--- src/rtl/rc4_search_pkg.sv ---
// Shared types and constants for the RC4 multi-core key search controller.
package rc4_search_pkg;

  typedef enum logic [2:0] {
    ST_IDLE,
    ST_RUN,
    ST_DRAIN,
    ST_FOUND,
    ST_EXHAUSTED
  } search_state_t;

  localparam int DEFAULT_KEY_WIDTH = 24;
  localparam int MAX_CORES         = 16;

  // Index width for an N-way selector; a single core still needs one bit.
  function automatic int arb_idx_width(input int n);
    return (n > 1) ? $clog2(n) : 1;
  endfunction

endpackage

--- src/rtl/rc4_key_search_ctrl_if.sv ---
// Controller-to-decryption-core bus: start/key/stop out, done/valid back.
interface rc4_key_search_ctrl_if #(
  parameter int NUM_CORES = 4,
  parameter int KEY_WIDTH = 24
);

  logic [NUM_CORES-1:0]           core_start;
  logic [NUM_CORES*KEY_WIDTH-1:0] core_key;
  logic                           core_stop;
  logic [NUM_CORES-1:0]           core_done;
  logic [NUM_CORES-1:0]           core_valid;

  modport master (
    output core_start,
    output core_key,
    output core_stop,
    input  core_done,
    input  core_valid
  );

  modport slave (
    input  core_start,
    input  core_key,
    input  core_stop,
    output core_done,
    output core_valid
  );

endinterface

--- src/rtl/rc4_core_arbiter.sv ---
// Fixed-priority lowest-set-bit finder: one-hot grant plus binary index.
module rc4_core_arbiter
  import rc4_search_pkg::*;
#(
  parameter int N = 4
) (
  input  logic [N-1:0]                  req,
  output logic [N-1:0]                  grant,
  output logic [arb_idx_width(N)-1:0]   index
);

  localparam int IW = arb_idx_width(N);

  // Two's-complement trick isolates the lowest set bit.
  assign grant = req & (~req + N'(1));

  always_comb begin
    index = '0;
    for (int i = N - 1; i >= 0; i--) begin
      if (req[i]) index = IW'(i);
    end
  end

endmodule

--- src/rtl/rc4_key_search_ctrl.sv ---
// Hands keys from [key_lo, key_hi] to parallel decryption cores and stops on
// the first readable plaintext or when every key in the range has completed.
module rc4_key_search_ctrl
  import rc4_search_pkg::*;
#(
  parameter int NUM_CORES = 4,
  parameter int KEY_WIDTH = DEFAULT_KEY_WIDTH
) (
  input  logic                 clk,
  input  logic                 reset,
  input  logic                 start,
  input  logic [KEY_WIDTH-1:0] key_lo,
  input  logic [KEY_WIDTH-1:0] key_hi,
  rc4_key_search_ctrl_if.master core_bus,
  output logic                 busy,
  output logic                 found,
  output logic                 exhausted,
  output logic [KEY_WIDTH-1:0] found_key,
  output logic [KEY_WIDTH:0]   keys_tried
);

  localparam int IW   = arb_idx_width(NUM_CORES);
  localparam int CNTW = $clog2(MAX_CORES + 1);

  search_state_t        state_reg;
  logic [KEY_WIDTH-1:0] key_hi_reg;
  logic [KEY_WIDTH-1:0] next_key_reg;
  logic                 range_done_reg;
  logic [NUM_CORES-1:0] busy_flag_reg;
  logic [NUM_CORES-1:0] core_start_reg;
  logic                 core_stop_reg;
  logic [KEY_WIDTH-1:0] core_key_reg [NUM_CORES];
  logic                 found_reg;
  logic                 exhausted_reg;
  logic [KEY_WIDTH-1:0] found_key_reg;
  logic [KEY_WIDTH:0]   keys_tried_reg;

  logic                 active;
  logic [NUM_CORES-1:0] done_eff;
  logic [NUM_CORES-1:0] hit_req;
  logic [NUM_CORES-1:0] idle_req;
  logic [NUM_CORES-1:0] idle_grant;
  logic [NUM_CORES-1:0] hit_grant;
  logic [IW-1:0]        idle_idx;
  logic [IW-1:0]        hit_idx;
  logic                 hit;
  logic [CNTW-1:0]      done_cnt;

  assign active   = (state_reg == ST_RUN) || (state_reg == ST_DRAIN);
  // A done on an idle core is a protocol error and is masked out here.
  assign done_eff = core_bus.core_done & busy_flag_reg & {NUM_CORES{active}};
  assign hit_req  = done_eff & core_bus.core_valid;
  assign idle_req = ~busy_flag_reg & ~core_bus.core_done;
  assign hit      = |hit_grant;

  rc4_core_arbiter #(.N(NUM_CORES)) u_idle_arb (
    .req   (idle_req),
    .grant (idle_grant),
    .index (idle_idx)
  );

  rc4_core_arbiter #(.N(NUM_CORES)) u_hit_arb (
    .req   (hit_req),
    .grant (hit_grant),
    .index (hit_idx)
  );

  always_comb begin
    done_cnt = '0;
    for (int i = 0; i < NUM_CORES; i++) begin
      done_cnt = done_cnt + CNTW'(done_eff[i]);
    end
  end

  always_ff @(posedge clk or posedge reset) begin
    if (reset) begin
      state_reg      <= ST_IDLE;
      key_hi_reg     <= '0;
      next_key_reg   <= '0;
      range_done_reg <= 1'b0;
      busy_flag_reg  <= '0;
      core_start_reg <= '0;
      core_stop_reg  <= 1'b0;
      found_reg      <= 1'b0;
      exhausted_reg  <= 1'b0;
      found_key_reg  <= '0;
      keys_tried_reg <= '0;
      for (int i = 0; i < NUM_CORES; i++) core_key_reg[i] <= '0;
    end else begin
      core_start_reg <= '0;
      core_stop_reg  <= 1'b0;
      case (state_reg)
        ST_IDLE, ST_FOUND, ST_EXHAUSTED: begin
          if (start) begin
            key_hi_reg     <= key_hi;
            keys_tried_reg <= '0;
            found_reg      <= 1'b0;
            exhausted_reg  <= 1'b0;
            next_key_reg   <= key_lo;
            if (key_lo > key_hi) begin
              range_done_reg <= 1'b1;
              state_reg      <= ST_EXHAUSTED;
            end else begin
              // All cores are idle here, so the first key goes straight to core 0.
              core_start_reg  <= NUM_CORES'(1);
              busy_flag_reg   <= NUM_CORES'(1);
              core_key_reg[0] <= key_lo;
              range_done_reg  <= (key_lo == key_hi);
              if (key_lo != key_hi) next_key_reg <= key_lo + KEY_WIDTH'(1);
              state_reg       <= ST_RUN;
            end
          end else if (state_reg == ST_EXHAUSTED) begin
            exhausted_reg <= 1'b1;
          end
        end
        ST_RUN, ST_DRAIN: begin
          keys_tried_reg <= keys_tried_reg + (KEY_WIDTH + 1)'(done_cnt);
          if (hit) begin
            found_key_reg <= core_key_reg[hit_idx];
            found_reg     <= 1'b1;
            core_stop_reg <= 1'b1;
            busy_flag_reg <= '0;
            state_reg     <= ST_FOUND;
          end else if ((state_reg == ST_RUN) && !range_done_reg && (|idle_grant)) begin
            core_start_reg         <= idle_grant;
            core_key_reg[idle_idx] <= next_key_reg;
            busy_flag_reg          <= (busy_flag_reg & ~done_eff) | idle_grant;
            // Stop on key_hi instead of incrementing so the top key never wraps.
            if (next_key_reg == key_hi_reg) range_done_reg <= 1'b1;
            else                            next_key_reg   <= next_key_reg + KEY_WIDTH'(1);
          end else begin
            busy_flag_reg <= busy_flag_reg & ~done_eff;
            if ((state_reg == ST_RUN) && range_done_reg) begin
              state_reg <= ST_DRAIN;
            end else if ((state_reg == ST_DRAIN) && (busy_flag_reg == '0)) begin
              exhausted_reg <= 1'b1;
              state_reg     <= ST_EXHAUSTED;
            end
          end
        end
        default: state_reg <= ST_IDLE;
      endcase
    end
  end

  logic [NUM_CORES*KEY_WIDTH-1:0] core_key_flat;

  genvar gi;
  for (gi = 0; gi < NUM_CORES; gi++) begin : g_key_pack
    assign core_key_flat[gi*KEY_WIDTH +: KEY_WIDTH] = core_key_reg[gi];
  end

  assign core_bus.core_key   = core_key_flat;
  assign core_bus.core_start = core_start_reg;
  assign core_bus.core_stop  = core_stop_reg;
  assign busy                = active;
  assign found               = found_reg;
  assign exhausted           = exhausted_reg;
  assign found_key           = found_key_reg;
  assign keys_tried          = keys_tried_reg;

endmodule

--- src/flat_wrapper.sv ---
// flat-port wrapper written by rule: the top's interface ports become plain ports
module rc4_key_search_ctrl_flat import rc4_search_pkg::*;
#(
  parameter int NUM_CORES = 4,
  parameter int KEY_WIDTH = DEFAULT_KEY_WIDTH
)
  (clk, reset, start, key_lo, key_hi, busy, found, exhausted, found_key, keys_tried, core_bus_core_start, core_bus_core_key, core_bus_core_stop, core_bus_core_done, core_bus_core_valid);
  rc4_key_search_ctrl_if #(.NUM_CORES(NUM_CORES), .KEY_WIDTH(KEY_WIDTH)) core_bus_i ();
  input  logic clk;
  input  logic reset;
  input  logic start;
  input  logic [KEY_WIDTH-1:0] key_lo;
  input  logic [KEY_WIDTH-1:0] key_hi;
  output logic busy;
  output logic found;
  output logic exhausted;
  output logic [KEY_WIDTH-1:0] found_key;
  output logic [KEY_WIDTH:0] keys_tried;
  output wire logic [$bits(core_bus_i.core_start)-1:0] core_bus_core_start;
  output wire logic [$bits(core_bus_i.core_key)-1:0] core_bus_core_key;
  output wire logic [$bits(core_bus_i.core_stop)-1:0] core_bus_core_stop;
  input wire logic [$bits(core_bus_i.core_done)-1:0] core_bus_core_done;
  input wire logic [$bits(core_bus_i.core_valid)-1:0] core_bus_core_valid;
  assign core_bus_core_start = core_bus_i.core_start;
  assign core_bus_core_key = core_bus_i.core_key;
  assign core_bus_core_stop = core_bus_i.core_stop;
  assign core_bus_i.core_done = core_bus_core_done;
  assign core_bus_i.core_valid = core_bus_core_valid;
  rc4_key_search_ctrl #(.NUM_CORES(NUM_CORES), .KEY_WIDTH(KEY_WIDTH)) u_core (.clk(clk), .reset(reset), .start(start), .key_lo(key_lo), .key_hi(key_hi), .core_bus(core_bus_i), .busy(busy), .found(found), .exhausted(exhausted), .found_key(found_key), .keys_tried(keys_tried));
endmodule
--- config.mk ---
export PLATFORM = sky130hd
export DESIGN_NAME = rc4_key_search_ctrl_flat
export DESIGN_NICKNAME = d
export VERILOG_FILES = /design/src/rtl/rc4_search_pkg.sv /design/src/rtl/rc4_key_search_ctrl_if.sv /design/src/rtl/rc4_core_arbiter.sv /design/src/rtl/rc4_key_search_ctrl.sv /design/src/flat_wrapper.sv
export SDC_FILE = /design/constraint.sdc
export NUM_CORES = 1
export LEC_CHECK = 0
export ABC_CLOCK_PERIOD_IN_PS = 7950
export CORE_ASPECT_RATIO = 0.7
export CORE_MARGIN = 4
export CORE_UTILIZATION = 48
export CTS_CLUSTER_DIAMETER = 200
export DETAILED_ROUTE_END_ITERATION = 12
export GPL_ROUTABILITY_DRIVEN = 0
export HOLD_SLACK_MARGIN = 0.02
export PLACE_DENSITY_LB_ADDON = 0.05
export SYNTH_ARGS = -nofsm -noshare
export SYNTH_HDL_FRONTEND = slang
export SYNTH_SLANG_ARGS = --single-unit
--- constraint.sdc ---
create_clock -name clk -period 7.95 [get_ports clk]
set_input_delay 1.59 -clock clk [delete_from_list [all_inputs] [get_ports clk]]
set_output_delay 1.59 -clock clk [all_outputs]
set_load 0.02 [all_outputs]
==> qor.tcl <==
set qor(period_minus_slack_ps) 5036
set qor(clock_latency_on_the_worst_skew_pair_ps) 510
set qor(synth_top_family_by_area) {simple AND/OR/NAND/NOR gates}
set qor(netlist-cell-type-count) 69
set qor(max-clock-path-buffers) 3
set qor(rsz0062_at_grt) {false}
set qor(dieArea_sq_um) 26440
set qor(hold_violations) 0
set qor(multi_input_comb_area_sq_um) 5773
set qor(proportion_of_synthesized_area_in_mux_cells) 0.07832
set qor(detailed_place_hpwl_um) 25000
set qor(cts_setup_buffers) 0
set qor(vdd_ir_drop_max_uv) 225.0
set qor(cts_htree_levels) 1
set qor(drive_gt1_frac) 0.1098
set qor(timing_max_transition_violations_final) 0
set qor(drt-pass1-iter-count) 5
set qor(leakage_nw) 6.339
set qor(synth_top_cell_area_share) 0.4544
set qor(drt-total-wl_um) 35720
set qor(worstSetupPathType) {input pin to flip-flop}
set qor(final-setup-viol-count) 0
set qor(wire_length_of_the_first_global_routing_pass_um) 56100
set qor(nNetsFinal) 1482
set qor(ys_async_rst_share) 1.000
set qor(final_routed_drc_violation_total) 0
set qor(core_area_sq_um) 23080
set qor(timing.critical_path.to_type) {flip-flop}
set qor(netlist_area_sq_um) 11450
set qor(cts_inserted_buffers) 22
set qor(initial_core_util) 0.4963
set qor(diodes) 0
set qor(post_synth.cell_area_avg_sq_um) 9.412
set qor(layout_overhead_on_the_synthesized_area_pct) 26.88
set qor(netlist_instances) 1217
set qor(area.sequential_sq_um) 5205
set qor(reported_max_cap_violation_count) 0
set qor(buffer_ports.inserted) 211
set qor(wl_per_cell_um) 20.84
set qor(fin_total_pwr_mw) 5.532
set qor(critPathLaunchType) {input pin}
set qor(worst_pin_slew_ps) 1171
set qor(netlist_top_cells_count) {sky130_fd_sc_hd__dfrtp_1, sky130_fd_sc_hd__nand2_1, sky130_fd_sc_hd__nor2_1}
set qor(worstPathMaxFanout) 7
set qor(ys_warn_count) 0
set qor(grt_use_total) 0.2677
set qor(number_of_gates_resized_after_cts) 0
set qor(slew_headroom) 0.2195
set qor(synth_ff_type) {sky130_fd_sc_hd__dfrtp_1}
set qor(grt_remaining_overflow) 0
set qor(syn-num-nets) 1309
set qor(via_per_inst) 5.854
set qor(io_pins) 212
set qor(flip_flop_count_of_the_largest_register_after_layout) 96
set qor(critPathArrivalTime_ps) 5400
set qor(path_clk_slew_ps) 70
set qor(clock_sinks) 208
set qor(initialDrtViolationCount) 815
set qor(max_freq_mhz) 198.6
set qor(post-synth-top-count-cell) {sky130_fd_sc_hd__dfrtp_1}
set qor(first_global_vias) 9830
set qor(ant_nets) 0
set qor(synth_edf_count) 0
set qor(register_bit_count_reported_by_yosys) 208
set qor(die_w_um) 192.6
set qor(grt_start_max_net_pins) 83
set qor(cts_tree) {built}
set qor(fin_skew_ps) 13.74
set qor(std_cell_rows) 46
set qor(synth_compound_gate_area_share) 0.1371
set qor(number_of_fill_cells_in_the_layout) 2005
set qor(outcome) {complete, no violations}
set qor(ctsHoldBuffers) 0
set qor(die_y_extent_um) 137.2
set qor(hold_path_class) {flip-flop to flip-flop}
set qor(clk_root_buffer_cell) {sky130_fd_sc_hd__clkbuf_16}
set qor(synth.area.top_cells) {sky130_fd_sc_hd__dfrtp_1, sky130_fd_sc_hd__nand2_1, sky130_fd_sc_hd__mux2_2}
set qor(synth-xor-area-share) 0.04282
set qor(post_synthesis_adder_cell_area_fraction) 0.03736
set qor(power_density_nw_per_um2) 380.6
set qor(seq_area_frac_synth) 0.4544
set qor(share_of_the_clock_period_used_by_the_worst_path) 0.6335
set qor(timing.critical_path.required_ps) 8310
set qor(synthSimpleGateAreaFrac) 0.2057
set qor(grt_antenna_before_repair) 0
set qor(synth_top_area_cell) {sky130_fd_sc_hd__dfrtp_1}
set qor(vias) 10030
set qor(fin_tns_setup_ps) 0
report_power, final:
| part | internal, mW | total, mW | switching (mW) | leakage, nW |
|---|---|---|---|---|
| logic | 1.18 | 2.43 | 1.25 | 3.33 |
| clock network | 0.653 | 1.09 | 0.442 | 0.367 |
| registers | 1.48 | 2.01 | 0.532 | 2.64 |
placed cells by master, fill, tap and decap left out, types with 10 or more instances in the layout:
master,instances
sky130_fd_sc_hd__clkdlybuf4s50_1,211
sky130_fd_sc_hd__dfrtp_1,208
sky130_fd_sc_hd__nand2_1,199
sky130_fd_sc_hd__nor2_1,118
sky130_fd_sc_hd__o21ai_0,56
sky130_fd_sc_hd__mux2_2,53
sky130_fd_sc_hd__xnor2_1,46
sky130_fd_sc_hd__inv_1,42
sky130_fd_sc_hd__a21oi_1,40
sky130_fd_sc_hd__nand4_1,32
sky130_fd_sc_hd__ha_1,31
sky130_fd_sc_hd__o22ai_1,29
sky130_fd_sc_hd__a31oi_1,29
sky130_fd_sc_hd__nand3_1,27
sky130_fd_sc_hd__clkbuf_16,23
sky130_fd_sc_hd__a22o_1,20
sky130_fd_sc_hd__nor3_1,18
sky130_fd_sc_hd__mux2_4,18
sky130_fd_sc_hd__and3_1,17
sky130_fd_sc_hd__buf_4,17
sky130_fd_sc_hd__a211oi_1,12
sky130_fd_sc_hd__nor4_1,11
sky130_fd_sc_hd__xor2_1,10
metal layers:
| layer | share of wire | track usage |
|---|---|---|
| met3 | 0.073 | 0.04407 |
| met2 | 0.45 | 0.4099 |
| met5 | 0 | 0 |
| met1 | 0.47 | 0.4080 |
| met4 | 0.013 | 0.04513 |
cells by family (layout without fill, tap and decap cells):
logic type,Yosys count,after routing
AOI/OAI and AO/OA,235,235
xor gates and xnor gates,56,56
adders and majority gates,33,33
buffers and inverters,123,308
DFF,208,208
muxes,74,74
and+or+nand+nor,488,488
through the flow:
stage                     setup slack [ps]  hold slack (ps)  std cells    util  instance area [sq um]
after floorplan                      679.2            466.5       1217       -                  11450
final                                 2914            502.3       1714  0.6297                  14530
after CTS                             2929            508.8       1714  0.6297                  14530
after global placement                2553            479.9       1678  0.5971                  13780
after global routing                  2671            533.0       1714  0.6297                  14530
after detailed placement              2429            493.2       1678  0.5971                  13780
worst paths after layout:
check                                        startpoint                            to  slack [ps]  cells past startpoint
setup / recovery                  core_bus_core_done[1]         u_core.keys_tried[24]        2910                     17
hold / removal             u_core.core_bus.core_key[91]  u_core.core_bus.core_key[91]         500                      2
setup reg to reg                    u_core.state_reg[1]         u_core.keys_tried[24]        2990                     20
hold reg to reg            u_core.core_bus.core_key[91]  u_core.core_bus.core_key[91]         500                      2
max in group asynchronous                         reset  u_core.core_bus.core_key[12]        5070                      3
min in group asynchronous                         reset          u_core.keys_tried[0]        1550                      2
critical path, cell delays in order:
cell	delay (ps)
sky130_fd_sc_hd__clkdlybuf4s50_1	600
sky130_fd_sc_hd__and3_1	200
sky130_fd_sc_hd__ha_1	220
sky130_fd_sc_hd__inv_1	70
sky130_fd_sc_hd__fa_1	420
sky130_fd_sc_hd__inv_1	70
sky130_fd_sc_hd__ha_1	170
sky130_fd_sc_hd__inv_1	60
sky130_fd_sc_hd__fa_1	400
sky130_fd_sc_hd__nor2b_1	120
sky130_fd_sc_hd__o21ai_0	160
sky130_fd_sc_hd__nor4b_4	290
sky130_fd_sc_hd__buf_4	210
sky130_fd_sc_hd__nand3_1	190
sky130_fd_sc_hd__nor4_1	390
sky130_fd_sc_hd__xnor2_1	170
sky130_fd_sc_hd__nor2_1	60
final cells by class:
cell class / instances / share of cell area
multi-input combinational: 886 / 0.3972
tap: 312 / 0.02686
clock inverter: 8 / 0.008867
inverter: 44 / 0.01188
sequential: 208 / 0.3581
clock buffer: 28 / 0.04296
timing repair buffer: 228 / 0.1541
No activity file was read; power rests on OpenSTA's default activity.
